[src/rtl/ysyx_2022040010_pipe_ctrl_pkg.sv]
// Shared constants for the pipeline control unit: default geometry,
// stage indices for the classic five-stage core and bus typedefs.
package ysyx_2022040010_pipe_ctrl_pkg;

    localparam int DEF_NSTAGE   = 5;
    localparam int DEF_CNT_W    = 32;
    localparam int DEF_WDOG_CYC = 1024;

    // Stage indices for the default five-stage pipeline (IF youngest, WB oldest)
    localparam int STG_IF  = 0;
    localparam int STG_ID  = 1;
    localparam int STG_EX  = 2;
    localparam int STG_MEM = 3;
    localparam int STG_WB  = 4;

    typedef logic [DEF_NSTAGE-1:0] stall_bus_t;
    typedef logic [DEF_NSTAGE-1:0] flush_bus_t;

endpackage

[src/rtl/ysyx_2022040010_pipe_ctrl_sat_cnt.sv]
// Saturating up-counter with synchronous clear; sticks at all-ones.
module ysyx_2022040010_sat_cnt #(
    parameter int W = 32
) (
    input  logic         clk,
    input  logic         rst,
    input  logic         inc,
    input  logic         clr,
    output logic [W-1:0] cnt
);

    // Clear wins over increment; the counter never wraps past all-ones
    always_ff @(posedge clk) begin
        if (!rst || clr) begin
            cnt <= '0;
        end else if (inc && (cnt != {W{1'b1}})) begin
            cnt <= cnt + 1'b1;
        end
    end

endmodule

[src/rtl/ysyx_2022040010_pipe_ctrl.sv]
// Pipeline control: turns per-stage stall/flush requests into hold, bubble
// and squash controls, tracks stage valid bits, counts events and watches
// for a pipeline that stays stalled too long.
module ysyx_2022040010_pipe_ctrl
    import ysyx_2022040010_pipe_ctrl_pkg::*;
#(
    parameter int NSTAGE   = DEF_NSTAGE,
    parameter int CNT_W    = DEF_CNT_W,
    parameter int WDOG_CYC = DEF_WDOG_CYC
) (
    input  logic              clk,
    input  logic              rst,
    input  logic              in_valid,
    input  logic [NSTAGE-1:0] stallreq,
    input  logic [NSTAGE-1:0] flushreq,
    input  logic              clr_cnt,
    output logic [NSTAGE-1:0] stall,
    output logic [NSTAGE-1:0] bubble,
    output logic [NSTAGE-1:0] flush,
    output logic [NSTAGE-1:0] valid,
    output logic              retire,
    output logic [CNT_W-1:0]  stall_cnt,
    output logic [CNT_W-1:0]  flush_cnt,
    output logic [CNT_W-1:0]  retire_cnt,
    output logic              wdog_trip
);

    localparam int WD_W = $clog2(WDOG_CYC + 1);
    localparam logic [WD_W-1:0] WD_LAST = WD_W'(WDOG_CYC - 1);
    localparam logic [WD_W-1:0] WD_MAX  = WD_W'(WDOG_CYC);

    // stall_any[i]: some stage at or above i requests a stall (i <= s)
    // flush_any[i]: some stage at or above i requests a flush (i <= f)
    logic [NSTAGE-1:0] stall_any;
    logic [NSTAGE-1:0] flush_any;
    logic [NSTAGE-1:0] bubble_raw;
    logic [NSTAGE-1:0] valid_nxt;
    logic [NSTAGE-1:0] valid_prev;
    logic              flush_ok;
    logic              any_stall;
    logic [WD_W-1:0]   wd_cnt;

    genvar gi;
    generate
        for (gi = 0; gi < NSTAGE; gi++) begin : g_enc
            assign stall_any[gi] = |stallreq[NSTAGE-1:gi];
            assign flush_any[gi] = |flushreq[NSTAGE-1:gi];
            if (gi == 0) begin : g_b0
                assign bubble_raw[gi] = 1'b0;
            end else begin : g_bn
                assign bubble_raw[gi] = stall_any[gi-1] & ~stall_any[gi];
            end
        end
    endgenerate

    // A flush is honoured when some flushing stage sits above every stall (f > s)
    assign flush_ok  = |(flushreq & ~stall_any);
    assign any_stall = |stallreq;

    assign stall  = rst ? stall_any : '0;
    assign bubble = rst ? bubble_raw : '0;
    assign flush  = (rst && flush_ok) ? flush_any : '0;
    assign retire = rst & valid[NSTAGE-1] & ~stall_any[NSTAGE-1];

    assign valid_prev = {valid[NSTAGE-2:0], in_valid};

    // Next valid per stage: squash beats hold, hold beats bubble, else shift in
    always_comb begin
        valid_nxt = '0;
        for (int k = 0; k < NSTAGE; k++) begin
            if (flush[k]) begin
                valid_nxt[k] = 1'b0;
            end else if (stall[k]) begin
                valid_nxt[k] = valid[k];
            end else if (bubble[k]) begin
                valid_nxt[k] = 1'b0;
            end else begin
                valid_nxt[k] = valid_prev[k];
            end
        end
    end

    // Stage valid register
    always_ff @(posedge clk) begin
        if (!rst) begin
            valid <= '0;
        end else begin
            valid <= valid_nxt;
        end
    end

    // Consecutive-stall run length, parked at WDOG_CYC so it cannot wrap
    always_ff @(posedge clk) begin
        if (!rst) begin
            wd_cnt <= '0;
        end else if (any_stall) begin
            if (wd_cnt != WD_MAX) begin
                wd_cnt <= wd_cnt + 1'b1;
            end
        end else begin
            wd_cnt <= '0;
        end
    end

    // Sticky trip at the end of the WDOG_CYC-th consecutive stalled cycle
    always_ff @(posedge clk) begin
        if (!rst) begin
            wdog_trip <= 1'b0;
        end else if (any_stall && (wd_cnt == WD_LAST)) begin
            wdog_trip <= 1'b1;
        end
    end

    ysyx_2022040010_sat_cnt #(.W(CNT_W)) u_stall_cnt (
        .clk (clk),
        .rst (rst),
        .inc (any_stall),
        .clr (clr_cnt),
        .cnt (stall_cnt)
    );

    ysyx_2022040010_sat_cnt #(.W(CNT_W)) u_flush_cnt (
        .clk (clk),
        .rst (rst),
        .inc (|flush),
        .clr (clr_cnt),
        .cnt (flush_cnt)
    );

    ysyx_2022040010_sat_cnt #(.W(CNT_W)) u_retire_cnt (
        .clk (clk),
        .rst (rst),
        .inc (retire),
        .clr (clr_cnt),
        .cnt (retire_cnt)
    );

endmodule

[config.mk]
export PLATFORM = sky130hd
export DESIGN_NAME = ysyx_2022040010_pipe_ctrl
export DESIGN_NICKNAME = d
export VERILOG_FILES = /design/src/rtl/ysyx_2022040010_pipe_ctrl_pkg.sv /design/src/rtl/ysyx_2022040010_pipe_ctrl_sat_cnt.sv /design/src/rtl/ysyx_2022040010_pipe_ctrl.sv
export SDC_FILE = /design/constraint.sdc
export NUM_CORES = 1
export LEC_CHECK = 0
export ABC_AREA = 1
export BUFFER_PORTS_ARGS = -buffer_cell sky130_fd_sc_hd__buf_4
export CAP_MARGIN = 20
export CORE_MARGIN = 2
export CORE_UTILIZATION = 30
export CTS_BUF_LIST = sky130_fd_sc_hd__clkbuf_16
export DETAILED_ROUTE_END_ITERATION = 10
export PLACE_DENSITY = 0.59
export SYNTH_ARGS = -nofsm -noshare
export SYNTH_HDL_FRONTEND = slang
export SYNTH_SLANG_ARGS = --single-unit
[constraint.sdc]
create_clock -name clk -period 3.4 [get_ports clk]
set_clock_uncertainty 0.2 [all_clocks]
set_input_delay 0.34 -clock clk [delete_from_list [all_inputs] [get_ports clk]]
set_output_delay 0.34 -clock clk [all_outputs]
set_load 0.1 [all_outputs]
# [Yosys cells after proc, flatten, opt, wreduce, memory -nomap -nowiden]
# Cells that the tools add are included.
# Widths: inputs -> output; s select.
[totals] ff_bits=113 inputBits=14
[classes] n_reduce_logical=23 muxes=8 n_bitwise=13 n_addsub=4 n_eq_ne=5
[ops] operator="$add 32x1->32 const B" count=3
[ops] operator="$ne 32x32->1 const B" count=3
[ops] operator="$reduce_or 5->1" count=4
[ops] operator="$mux 5" count=3
[ops] operator="$reduce_or 2->1" count=7
[ops] operator="$add 11x1->11 const B" count=1
[ops] operator="$eq 11x10->1 const B" count=1
[ops] operator="$ne 11x11->1 const B" count=1
[ops] operator="$reduce_or 4->1" count=2
[ops] operator="$and 1x1->1" count=6
[ops] operator="$reduce_or 3->1" count=2
[ops] operator="$and 5x5->5" count=1
[ops] operator="$logic_and 1x1->1" count=5
[ops] operator="$mux 1" count=5
[ops] operator="$not 1->1" count=5
[ops] operator="$not 5->5" count=1
[ops] operator="$reduce_and 2->1" count=1
[ops] operator="$logic_not 1->1" count=1
[ops] operator="$logic_or 1x1->1" count=1

# [Longest topological paths before layout]
[depth] depth_word=8 mapped_depth=13

# [Cells and area by module]
# A second synthesis with hierarchy kept.
[hier_totals] hier_cells=1199 area_unflattened_um2=7317.0
[by_module_without_submodules] module="ysyx_2022040010_sat_cnt" cells_per_inst=349 instances=3 area_per_inst_um2=2084.5
[by_module_without_submodules] module="ysyx_2022040010_pipe_ctrl" cells_per_inst=152 instances=1 area_per_inst_um2=1063.5

# [Least setup slack after synthesis]
# OpenSTA, ideal clock, no wires.
[synth_path] kind="reg-to-reg" startpoint="register valid[4]" endpoint="register u_retire_cnt.cnt[19]" path_stages_with_launch=9 period_less_slack_ns=3.421 setup_ns=0.129 setup_slack_ns=-0.021 arrival_time_ns=3.092 path_cell_list="dfxtp_1 -> nand2_1 -> nor2_1 -> nand2_4 -> inv_4 -> buf_6 -> nand3_1 -> nand2_1 -> nor2_1"
[synth_between] elab_chain_cells=3
[synth_lines] item="from (decl)" line_no="ysyx_2022040010_pipe_ctrl.sv:20" source="output logic [NSTAGE-1:0] valid,"
[synth_lines] item="from (signal assigned)" line_no="ysyx_2022040010_pipe_ctrl.sv:88" source="valid <= valid_nxt;"
[synth_lines] item="$and 1x1->1 (2 in series)" line_no="ysyx_2022040010_pipe_ctrl.sv:63" source="assign retire = rst & valid[NSTAGE-1] & ~stall_any[NSTAGE-1];"
[synth_lines] item="named net retire" line_no="ysyx_2022040010_pipe_ctrl.sv:21" source="output logic retire,"
[synth_lines] item="$logic_and 1x1->1" line_no="ysyx_2022040010_pipe_ctrl_sat_cnt.sv:16" source="end else if (inc && (cnt != {W{1'b1}})) begin"
[synth_lines] item="to (signal assigned)" line_no="ysyx_2022040010_pipe_ctrl_sat_cnt.sv:17" source="cnt <= cnt + 1'b1;"
[synth_lines] item="to (decl)" line_no="ysyx_2022040010_pipe_ctrl_sat_cnt.sv:9" source="output logic [W-1:0] cnt"
# The timed path passes the listed nets, and every way through them passes these cells.
# A chain may end at the register's enable or synchronous reset.

# [Worst setup path in the final report]
[layout_path] startpoint="register u_stall_cnt.cnt[0]" endpoint="register u_stall_cnt.cnt[16]"
[layout_between] elab_chain_cells=2
[layout_lines] item="from (decl)" line_no="ysyx_2022040010_pipe_ctrl_sat_cnt.sv:9"
[layout_lines] item="from (signal assigned)" line_no="ysyx_2022040010_pipe_ctrl_sat_cnt.sv:17"
[layout_lines] item="parallel branches: the longest is 2 deep, another holds $add 32x1->32"
# Parallel ways; which one is timed is not known.

==> results.json <==
{
  "initial_utilization_pct": 30.7,
  "endpoint": "u_stall_cnt.cnt[16]",
  "core_mm2": 0.0236,
  "syn-cell-area_mm2": 0.00724,
  "layout_common_cells": "nand2_1 (471), nor2_1 (180), buf_4 (134)",
  "slew_viol_final": 0,
  "critPathMaxFanout": 35,
  "insertion_delay_ns": 0.42,
  "cp_data_required_time_ns": 3.48,
  "drive_gt1_share_pct": 14.8,
  "synth_top_cell_by_area": "dfxtp_1",
  "ys_ff_latch": 113,
  "dpl_worst_slack_ns": 0.977,
  "overflow": 0,
  "clk_pin_slew_ns": 0.06,
  "whs_ns": 0.0449,
  "numCtsBuffers": 17,
  "grt_max_degree": 57,
  "drtIter0Drc": 535,
  "htree_levels": 4,
  "drv_cap": 0,
  "hpwl_um": 15200,
  "ff2ff_path_depth": 10,
  "dieArea_mm2": 0.0254,
  "place_area_mm2": 0.00842,
  "rsz0062_at_grt": "no",
  "areaGrowthSynthToFinish_pct": 24.4,
  "finalNonFillerCells": 1650,
  "endpoint_kind": "register",
  "antenna_found_initial": 0,
  "die_w_um": 159,
  "synth.top_cells.by_area": "dfxtp_1 (31%), nand2_1 (24%), nor2_1 (9.4%), a21oi_1 (6.2%), nand3_1 (5.0%)",
  "r2r_setup_slack_ns": 0.96,
  "mostFrequentLayoutCell": "nand2_1",
  "setup_tns_ns": 0,
  "final_cell_area_mm2": 0.00901,
  "fin_util_pct": 38.1,
  "peakVddDrop_uv": 205,
  "drc_errors": 0,
  "avgSynthCellArea_um2": 6.05,
  "finalPower_mw": 3.32,
  "diodes": 0,
  "reg2reg_from": "u_stall_cnt.cnt[0]",
  "place.gp.congestion": 0.892,
  "use_met3_pct": 3.70,
  "clock-sinks": 113,
  "viasPerCell": 4.61,
  "cts_tree": "yes",
  "root_buffer": "clkbuf_16",
  "setup_viol": 0,
  "worst_r2r_endpoint": "u_stall_cnt.cnt[16]",
  "vias": 7603,
  "status": "finished clean",
  "dp.cells": 1618,
  "cp-start-kind": "register",
  "clockBufferDepth": 2,
  "min_path_type": "primary input to register",
  "min_period_ns": 2.44,
  "fin_nets": 1338,
  "finalCritPeriodShare_pct": 71.8,
  "critPathArrivalTime_ns": 2.52,
  "grt_use_total_pct": 16.3,
  "ys_seq_area_share_pct": 31.2,
  "max_slew.worst_pin.slew_ns": 0.671,
  "finalHoldViolations": 0,
  "slew_headroom_pct": 55.2,
  "grt-busiest-layer": "met2",
  "chipHeight_um": 159,
  "syn-num-nets": 1216,
  "drt-pass1-iter-count": 7,
  "avgRoutedWirePerCell_um": 12.6,
  "grt_pass1_wl_um": 34200,
  "synthDominantCellAreaShare_pct": 31.2,
  "drtAntennaViolNets": 0,
  "yosysWarnings": 0,
  "cts_setup_buffers": 0,
  "routed_wl_um": 20700,
  "fmax_ghz": 0.410,
  "timing.final.ws_setup_ns": 0.959,
  "p_per_area_mw_per_mm2": 368,
  "gr-usage-met1_pct": 22.7,
  "io-pin-count": 132,
  "critPathLaunch": "u_stall_cnt.cnt[0]",
  "grt_pass1_vias": 6820,
  "ctsResizeCount": 0,
  "critPathKind": "register to register",
  "rows": 56,
  "postCtsHoldBufs": 1,
  "grt_util_met2_pct": 25.2,
  "p_leak_nw": 3.47,
  "ys_types": 38,
  "syn_inst": 1197,
  "io_buffers": 130
}
==> worst min-delay path by stage <==
| stage | from | endpoint | slack (ns) | cells past startpoint |
|---|---|---|---|---|
| 6_report | rst | wdog_trip | 0.04 | 3 |
| 2_1_floorplan | wd_cnt[10] | wd_cnt[10] | 0.24 | 2 |
| 3_5_place_dp | wdog_trip | wdog_trip | 0.24 | 2 |
| 5_1_grt | rst | wdog_trip | 0.05 | 3 |
| 3_3_place_gp | wdog_trip | wdog_trip | 0.24 | 2 |
| 4_1_cts | rst | wdog_trip | 0.04 | 3 |
==> synthesized netlist by cell type (all sizes together) <==
cell type and number:
clkbuf 11, buf 22, dfxtp 113, nand2 477
or2 1, nor2 198, o21ai 18, nand4 7
a21oi 91, a211oi 1, nor3 7, nand3b 24
o21bai 3, a32o 1, nor3b 3, ha 5
conb 1, xnor2 14, xor2 27, nor4 1
and3 1, inv 95, o22ai 1, nand3 75
==> area by class of cell <==
cell class / instances / area, um2
tap: 319 / 399
clock inverter: 14 / 149
timing repair buffer: 136 / 1040
multi-input combinational: 956 / 4380
sequential: 113 / 2260
inverter: 95 / 359
fill: 2541 / 14600
clock buffer: 17 / 425
==> power by group <==
group	switching (mW)	total (mW)	leakage, nW	internal, mW
Combinational	0.169	0.216	2.28	0.0472
Sequential	0.00685	1.34	0.911	1.33
Clock	0.635	1.77	0.280	1.13
==> registers in the layout, indices dropped and copies added (netlist names) <==
name              cells
u_flush_cnt.cnt      32
u_retire_cnt.cnt     32
u_stall_cnt.cnt      32
valid                 5
wd_cnt               11
wdog_trip             1
==> logic make-up (layout without fill, tap and decap cells) <==
| group | after synthesis | in the layout | synth area share (%) |
|---|---|---|---|
| AOI/OAI and AO/OA | 115 | 115 | 8.23 |
| xor gates and xnor gates | 41 | 41 | 4.96 |
| adders and majority gates | 5 | 5 | 0.864 |
| buffers and inverters | 128 | 262 | 8.33 |
| DFF | 113 | 113 | 31.2 |
| other | 1 | 1 | 0.0518 |
| and+or+nand+nor | 794 | 794 | 46.3 |
==> layer usage <==
| layer | wire length [um] | share of wire [%] | vias to the layer above |
|---|---|---|---|
| li1 | - | - | 4017 |
| met1 | 10500 | 51 | 3384 |
| met2 | 8930 | 43 | 186 |
| met3 | 1070 | 5.2 | 16 |
| met4 | 211 | 1.0 | 0 |
| met5 | 0 | 0 | - |
==> worst max-delay path, stage by stage, from the launching register on <==
cell and delay, ns:
dfxtp_1 0.39, ha_1 0.23, inv_1 0.08, nor2_2 0.16
nand2_1 0.11, nor2_2 0.16, nand2_2 0.09, nand2_4 0.30
inv_2 0.31, nand2_1 0.17, a21oi_1 0.07
Power figures use the tool's default switching activity.
